--- src/rtl/fwd_hazard_ctrl.sv ---
// fwd_hazard_ctrl: EX-stage operand forwarding selects and load-use stall control for a 5-stage RV32I pipeline.
// Tracks the destination registers of the instructions in EX and MEM; a WB producer is covered by write-first register-file reads.
module fwd_hazard_ctrl #(
    parameter int REG_ADDR_WIDTH = 5,
    parameter int CNT_WIDTH      = 16
) (
    input  logic                      i_clk,
    input  logic                      i_rst_n,
    input  logic                      i_id_valid,
    input  logic [REG_ADDR_WIDTH-1:0] i_id_rs1,
    input  logic [REG_ADDR_WIDTH-1:0] i_id_rs2,
    input  logic                      i_id_rs1_used,
    input  logic                      i_id_rs2_used,
    input  logic [REG_ADDR_WIDTH-1:0] i_id_rd,
    input  logic                      i_id_reg_write,
    input  logic                      i_id_is_load,
    input  logic                      i_flush,
    input  logic                      i_hold,
    output logic [1:0]                o_fwd_a_sel,
    output logic [1:0]                o_fwd_b_sel,
    output logic                      o_stall,
    output logic [CNT_WIDTH-1:0]      o_stall_cnt
);
    logic                      ex_valid_q, ex_rw_q, ex_ld_q;
    logic [REG_ADDR_WIDTH-1:0] ex_rd_q;
    logic                      mem_valid_q, mem_rw_q;
    logic [REG_ADDR_WIDTH-1:0] mem_rd_q;
    logic [1:0]                sel_a_q, sel_b_q, sel_a_d, sel_b_d;
    logic [CNT_WIDTH-1:0]      cnt_q, cnt_d;
    logic                      ex_fwd, mem_fwd, rs1_ex, rs2_ex, rs1_mem, rs2_mem, load_use, issue;

    // A producer only qualifies when it actually writes a non-x0 register.
    assign ex_fwd  = ex_valid_q & ex_rw_q & (ex_rd_q != '0);
    assign mem_fwd = mem_valid_q & mem_rw_q & (mem_rd_q != '0);
    assign rs1_ex  = i_id_rs1_used & ex_fwd & (i_id_rs1 == ex_rd_q);
    assign rs2_ex  = i_id_rs2_used & ex_fwd & (i_id_rs2 == ex_rd_q);
    assign rs1_mem = i_id_rs1_used & mem_fwd & (i_id_rs1 == mem_rd_q);
    assign rs2_mem = i_id_rs2_used & mem_fwd & (i_id_rs2 == mem_rd_q);

    assign load_use = i_id_valid & ~i_flush & ex_ld_q & (rs1_ex | rs2_ex);
    assign issue    = i_id_valid & ~i_flush & ~load_use;

    // Most recent producer (EX) wins over the older one (MEM).
    assign sel_a_d = ~issue ? 2'b00 : rs1_ex ? 2'b01 : rs1_mem ? 2'b10 : 2'b00;
    assign sel_b_d = ~issue ? 2'b00 : rs2_ex ? 2'b01 : rs2_mem ? 2'b10 : 2'b00;
    assign cnt_d   = (load_use && cnt_q != '1) ? cnt_q + CNT_WIDTH'(1) : cnt_q;

    always_ff @(posedge i_clk or negedge i_rst_n) begin
        if (!i_rst_n) begin
            ex_valid_q  <= 1'b0;
            ex_rw_q     <= 1'b0;
            ex_ld_q     <= 1'b0;
            ex_rd_q     <= '0;
            mem_valid_q <= 1'b0;
            mem_rw_q    <= 1'b0;
            mem_rd_q    <= '0;
            sel_a_q     <= 2'b00;
            sel_b_q     <= 2'b00;
            cnt_q       <= '0;
        end else if (!i_hold) begin
            mem_valid_q <= ex_valid_q;
            mem_rw_q    <= ex_rw_q;
            mem_rd_q    <= ex_rd_q;
            ex_valid_q  <= issue;
            ex_rw_q     <= issue & i_id_reg_write;
            ex_ld_q     <= issue & i_id_is_load;
            ex_rd_q     <= issue ? i_id_rd : '0;
            sel_a_q     <= sel_a_d;
            sel_b_q     <= sel_b_d;
            cnt_q       <= cnt_d;
        end
    end

    assign o_fwd_a_sel = sel_a_q;
    assign o_fwd_b_sel = sel_b_q;
    assign o_stall     = load_use;
    assign o_stall_cnt = cnt_q;
endmodule

--- config.mk ---
export PLATFORM = sky130hd
export DESIGN_NAME = fwd_hazard_ctrl
export DESIGN_NICKNAME = d
export VERILOG_FILES = /design/src/rtl/fwd_hazard_ctrl.sv
export SDC_FILE = /design/constraint.sdc
export NUM_CORES = 1
export LEC_CHECK = 0
export CAP_MARGIN = 30
export CELL_PAD_IN_SITES_DETAIL_PLACEMENT = 1
export CELL_PAD_IN_SITES_GLOBAL_PLACEMENT = 2
export CORE_MARGIN = 10
export CORE_UTILIZATION = 28
export DETAILED_ROUTE_END_ITERATION = 8
export GPL_TIMING_DRIVEN = 0
export PLACE_DENSITY = 0.77
export SLEW_MARGIN = 0
export SYNTH_ARGS = -nofsm -noshare
export SYNTH_HDL_FRONTEND = slang
export SYNTH_SLANG_ARGS = --single-unit
--- constraint.sdc ---
create_clock -name i_clk -period 1.7 [get_ports i_clk]
set_input_delay 0.17 -clock i_clk [delete_from_list [all_inputs] [get_ports i_clk]]
set_output_delay 0.17 -clock i_clk [all_outputs]
set_load 0.01 [all_outputs]
==> results.json, run 1 <==
{
  "status": "finished with violations",
  "violations": "setup timing",
  "p_leak_nw": 1.377,
  "holdCritStartpoint": "o_stall_cnt[14]",
  "wl_per_cell_um": 18.25,
  "syn-cell-area_um2": 1789,
  "synthTopCellsByCount": "dfrtp_1 (35), xor2_1 (30), nand2_1 (18)",
  "timing.rr.end": "ex_rd_q[4]",
  "reg2reg_depth": 9,
  "vias": 1491,
  "max_cap_viol_count": 0,
  "htree_levels": 2,
  "finalSetupViolations": 29,
  "netlist_instances": 160,
  "synthToLayoutAreaGrowth_pct": 58.81,
  "final_layout_size_suffix_gt1_frac": 0.3407,
  "drc": 0,
  "slew_headroom": 0.4615,
  "antenna_cells": 0,
  "synth_edf_count": 0,
  "synth_top_area_share": 0.4895,
  "synth_cell_types": 32,
  "worstSetupStartpointType": "register",
  "finalPower_mw": 1.740,
  "worst_hold_path.num_cells": 1,
  "synth_area_leaders": "dfrtp_1 (49%), xor2_1 (15%), mux2_2 (5.0%)",
  "rows": 29,
  "post-place-ws_ps": -921.8,
  "synth_ff_type": "dfrtp_1",
  "met1_usage": 0.1253,
  "numPortBuffers": 44,
  "min_path_type": "reg -> reg",
  "utilization": 0.4527,
  "start_util": 0.2850,
  "cp_cell_sequence": "buf_4 > xor2_1 > nor4_2 > and3_2 > o211ai_4 > buf_8 > nor2_4 > buf_6",
  "synthesis.nets": 185,
  "period_share": 1.262,
  "dieWidth_um": 99.94,
  "dp.cells": 281,
  "synth_seq_cells": 35,
  "worst_pin_slew_ps": 807.8,
  "gp_routability_congestion": 0.7294,
  "synth_area_per_cell_um2": 11.18,
  "r2r_slack_ps": -450,
  "cts_tree": "done",
  "cpMaxStageDelayCell": "dfrtp_2",
  "clockBufferDepth": 2,
  "first_iter_violations": 24,
  "max_stage_delay_ps": 450,
  "clock_skew_ps": 6.321,
  "antenna_found_initial": 0,
  "chipHeight_um": 99.94,
  "place_hpwl_um": 3611,
  "final_cell_count_no_fill": 303,
  "rsz0062_at_grt": "yes",
  "max-vdd-ir-drop_mv": 0.2634,
  "async_reset_ff_frac": 1.000,
  "p_per_area_nw_per_um2": 612.2,
  "crit_required_ps": 1530,
  "end_kind": "output pin",
  "vias_per_cell": 4.921,
  "numCtsBuffers": 5,
  "clkLatencyLatePin_ps": 280,
  "path_buf_inv": 3,
  "grt_overflow": 0,
  "cp_top_family": "simple AND/OR/NAND/NOR gates",
  "path_class": "reg -> out",
  "slew_violations": 0,
  "cts-root-buf": "clkbuf_8",
  "io_pins": 45,
  "nets": 251,
  "cp_max_fo": 4,
  "fin_crit_ps": 2146,
  "fmax_ghz": 0.4660,
  "synth.most_common_cell": "dfrtp_1",
  "hold_viol_final": 0,
  "setup_slack_ps": -445.8,
  "yosys_warnings": 0,
  "r2r-start": "ex_rd_q[0]",
  "clk_pin_slew_ps": 70,
  "yosys.area.top_type": "dfrtp_1",
  "grt_start_max_net_pins": 36,
  "ant_nets": 0,
  "gr-max-usage-layer": "met2",
  "grtUsageMet3": 0.04121,
  "die-area_um2": 9987,
  "core_area_um2": 6277,
  "holdPathEnd": "o_stall_cnt[14]",
  "gr-usage-all-layers": 0.1058,
  "met2_usage": 0.1767,
  "cts_sinks": 35,
  "wl_um": 5530,
  "drtPass1Iterations": 5,
  "grt_pass1_vias": 1662,
  "ys_seq_area_frac": 0.4895,
  "grt_first_pass_wirelength_um": 8487,
  "hold_ws_ps": 487.3,
  "critical_path_arrival_ps": 1980
}
[how the worst max path moves through the flow]
| stage | slack, ps | endpoint | start | depth (start not counted) |
|---|---|---|---|---|
| after floorplan | -80 | o_fwd_a_sel[1] | ex_rd_q[0] | 6 |
| after global placement | -920 | o_stall | i_id_rs2[0] | 8 |
| after detailed placement | -920 | o_stall | i_id_rs2[0] | 8 |
| after CTS | -450 | o_stall | ex_rd_q[1] | 7 |
| after global routing | -580 | o_stall | ex_rd_q[0] | 8 |
| final | -450 | o_stall | ex_rd_q[0] | 8 |
[timing repair]
action	4_1_cts	5_1_grt
hold endpoints to repair	23	0
endpoints found under the setup margin	29	29
hold buffers	1	0
setup buffers	5	9
gates resized for setup	32	30
pin swaps	12	19
[sequential cells by signal (all words and copies together), names as in the netlist]
signal       count
o_fwd_b_sel      2
ex_ld_q          1
mem_rw_q         1
o_fwd_a_sel      2
o_stall_cnt     16
mem_rd_q         5
ex_rw_q          1
ex_valid_q       1
mem_valid_q      1
ex_rd_q          5
[metal layers]
metal	vias up	routed length, um
li1	703	-
met1	741	2387
met4	0	55
met5	-	0
met2	41	2672
met3	6	414
[layout by cell type (no fill, tap or decap), types with 3 or more instances in the layout]
cell,count
a22o_1,6
xor2_1,30
buf_4,11
dfrtp_1,29
buf_6,5
nor4_4,5
clkdlybuf4s50_1,42
dfrtp_2,6
mux2_2,8
nor2_1,3
nand4_1,4
nand2_1,17
xnor2_1,5
clkbuf_8,6
nor4_2,3
nor3_4,8
[cell type report]
class | instances | area (um^2)
fillers | 672 | 3436
repair buffers | 59 | 563.0
clock buffers | 6 | 82.58
plain buffers | 5 | 55.05
multi-input cells | 118 | 1149
inverters | 2 | 7.507
flip-flops and latches | 35 | 883.3
clock inverters | 1 | 5.005
well taps | 77 | 96.34
[cells by family (layout without fill, tap and decap cells)]
family / after synthesis / count (layout) / synth area share
AND/OR/NAND/NOR: 59 / 59 / 0.1713
XOR/XNOR: 35 / 35 / 0.1713
flip-flops: 35 / 35 / 0.4895
AO/OA/AOI/OAI: 15 / 15 / 0.08602
multiplexers: 8 / 8 / 0.05035
buffers and inverters: 7 / 73 / 0.02447
adder cells (fa/ha/maj): 1 / 1 / 0.006992
[where the power goes]
part	switching, mW	internal (mW)	total [mW]
Clock	0.302	0.318	0.620
Combinational	0.106	0.125	0.230
Sequential	0.0319	0.858	0.889
Total	0.439	1.30	1.74
[per-stage QoR]
step	setup TNS, ps	cell area (um^2)
global placement	-28480	2350
CTS	-10200	2609
floorplan	-814.0	1813
global route	-14410	2841
finish	-10780	2841
detailed placement	-16100	2345
Power figures use the tool's default switching activity.
==> run 2: changes to the inputs <==
--- a/config.mk
+++ b/config.mk
@@ -12,7 +12,7 @@
 export CORE_UTILIZATION = 28
 export DETAILED_ROUTE_END_ITERATION = 8
 export GPL_TIMING_DRIVEN = 0
-export PLACE_DENSITY = 0.77
+export PLACE_DENSITY = 0.73
 export SLEW_MARGIN = 0
 export SYNTH_ARGS = -nofsm -noshare
 export SYNTH_HDL_FRONTEND = slang
==> run 2 against run 1 <==
  * The run still ends with setup timing left
  * Count of clock-buffer cells in the layout unchanged
  * Utilization decreased by 0.38 points
  * Via count decreased by 2.0%
  * First-iteration DRC count increased by 13%
  * Global-route usage increased by 0.79 points
  * Final cell count unchanged
  * Wire length decreased by 4.2%
  * Clock power increased by 25%
  * Total power increased by 8.6%
  * Non-clock buffer count decreased by 1
  * Critical endpoint unchanged
  * Largest cell class unchanged
==> results.json, run 2 (synthesized netlist as in run 1, its figures left out) <==
{
  "min_path_type": "in -> reg",
  "post-place-ws_ps": -1022,
  "final_common_cell": "clkdlybuf4s50_1",
  "max-vdd-ir-drop_mv": 0.3443,
  "clkLatencyLatePin_ps": 280,
  "violations": "setup timing",
  "nets": 250,
  "hold_viol_final": 0,
  "drc": 0,
  "chipHeight_um": 99.94,
  "cp_max_fo": 3,
  "end_kind": "output pin",
  "worst_pin_slew_ps": 816.6,
  "final_layout_size_suffix_gt1_frac": 0.3274,
  "htree_levels": 2,
  "numPortBuffers": 44,
  "status": "finished with violations",
  "dp.cells": 281,
  "utilization": 0.4489,
  "setup_slack_ps": -416.1,
  "fmax_ghz": 0.4726,
  "gr-usage-all-layers": 0.1137,
  "rsz0062_at_grt": "yes",
  "grt_first_pass_wirelength_um": 9135,
  "io_pins": 45,
  "slew_violations": 0,
  "start_util": 0.2850,
  "drtPass1Iterations": 4,
  "antenna_found_initial": 0,
  "wl_per_cell_um": 17.49,
  "final_cell_count_no_fill": 303,
  "slew_headroom": 0.4556,
  "wl_um": 5300,
  "numCtsBuffers": 5,
  "clk_pin_slew_ps": 70,
  "grt_pass1_vias": 1704,
  "first_iter_violations": 27,
  "ant_nets": 0,
  "vias_per_cell": 4.822,
  "placed_area_um2": 2345,
  "largest_reg_flops": 16,
  "place_hpwl_um": 3639,
  "finalPower_mw": 1.889,
  "p_per_area_nw_per_um2": 670.2,
  "cts-root-buf": "clkbuf_8",
  "path_class": "reg -> out",
  "core_area_um2": 6277,
  "fin_crit_ps": 2116,
  "p_leak_nw": 1.373,
  "gp_routability_congestion": 0.7267,
  "antenna_cells": 0,
  "clock_skew_ps": 2.429,
  "dieWidth_um": 99.94,
  "vias": 1461,
  "synthToLayoutAreaGrowth_pct": 57.48,
  "final_area_um2": 2818,
  "die-area_um2": 9987,
  "grt_start_max_net_pins": 36,
  "rows": 29,
  "finalSetupViolations": 29,
  "period_share": 1.245,
  "crit_required_ps": 1530,
  "clockBufferDepth": 2,
  "worstSetupStartpointType": "register",
  "critical_path_arrival_ps": 1950,
  "grt_overflow": 0,
  "cts_sinks": 35,
  "cts_tree": "done",
  "max_cap_viol_count": 0,
  "most-common-layout-cells": "clkdlybuf4s50_1 (42), xor2_1 (30), dfrtp_1 (29)"
}
run 2: cell types whose count changed in the layout (fill, tap and decap cells not counted), sizes merged:
| cell | before | now |
|---|---|---|
| buf | 20 | 19 |
| bufinv | 0 | 1 |
run 2: layout make-up:
cell class	count	area, um^2
Inverter	2	7.507
Fill cell	662	3460
Clock buffer	6	82.58
Tap cell	77	96.34
Timing Repair Buffer	58	555.5
Clock inverter	2	35.03
Sequential cell	35	883.3
Multi-Input combinational cell	118	1111
Buffer	5	46.29
run 2: metrics by stage:
| stage | hold slack, ps | TNS (ps) |
|---|---|---|
| after floorplan | -125.6 | -814.0 |
| after global placement | 477.4 | -29990 |
| after detailed placement | 312.9 | -18530 |
| after CTS | 472.0 | -10820 |
| after global routing | 465.4 | -12630 |
| final | 485.5 | -9081 |
run 2: final timing paths:
kind / slack (ps) / start / to / cells past startpoint
min: 490 / i_id_rd[0] / ex_rd_q[0] / 2
min reg2reg: 490 / o_fwd_b_sel[0] / o_fwd_b_sel[0] / 2
max reg2reg: -390 / ex_rd_q[4] / ex_rd_q[4] / 9
min in group asynchronous: 510 / i_rst_n / o_stall_cnt[11] / 2
max: -420 / ex_rd_q[4] / o_stall / 8
max in group asynchronous: 630 / i_rst_n / ex_rd_q[0] / 2
run 2: routing by layer:
metal / global-route usage / part of all wire / vias up
met5: 0 / 0 / -
met4: 0.03308 / 0.010 / 0
met3: 0.04876 / 0.084 / 4
met2: 0.1882 / 0.47 / 40
met1: 0.1303 / 0.43 / 722
li1: - / - / 695
run 2: worst max-delay path, stage by stage (launching register included):
cell	delay [ps]
dfrtp_2	430
buf_6	120
xor2_1	150
nor4_1	240
and3_2	270
o211ai_4	120
buf_8	140
nor2_4	80
buf_6	100
run 2: timing repair:
item | in CTS | in global routing
endpoints found under the hold margin | 9 | 0
gates cloned | 0 | 0
pin swaps | 18 | 12
hold buffers | 1 | 0
setup endpoints to repair | 29 | 29
gates resized for setup | 38 | 16
buffers inserted | 13 | 0
run 2: where the power goes:
part           total [mW]  switching [mW]  internal [mW]  leakage, nW
Combinational       0.224          0.0999          0.124        0.845
Clock               0.776           0.301          0.475       0.0612
Sequential          0.889          0.0311          0.858        0.466
Total                1.89           0.432           1.46         1.37
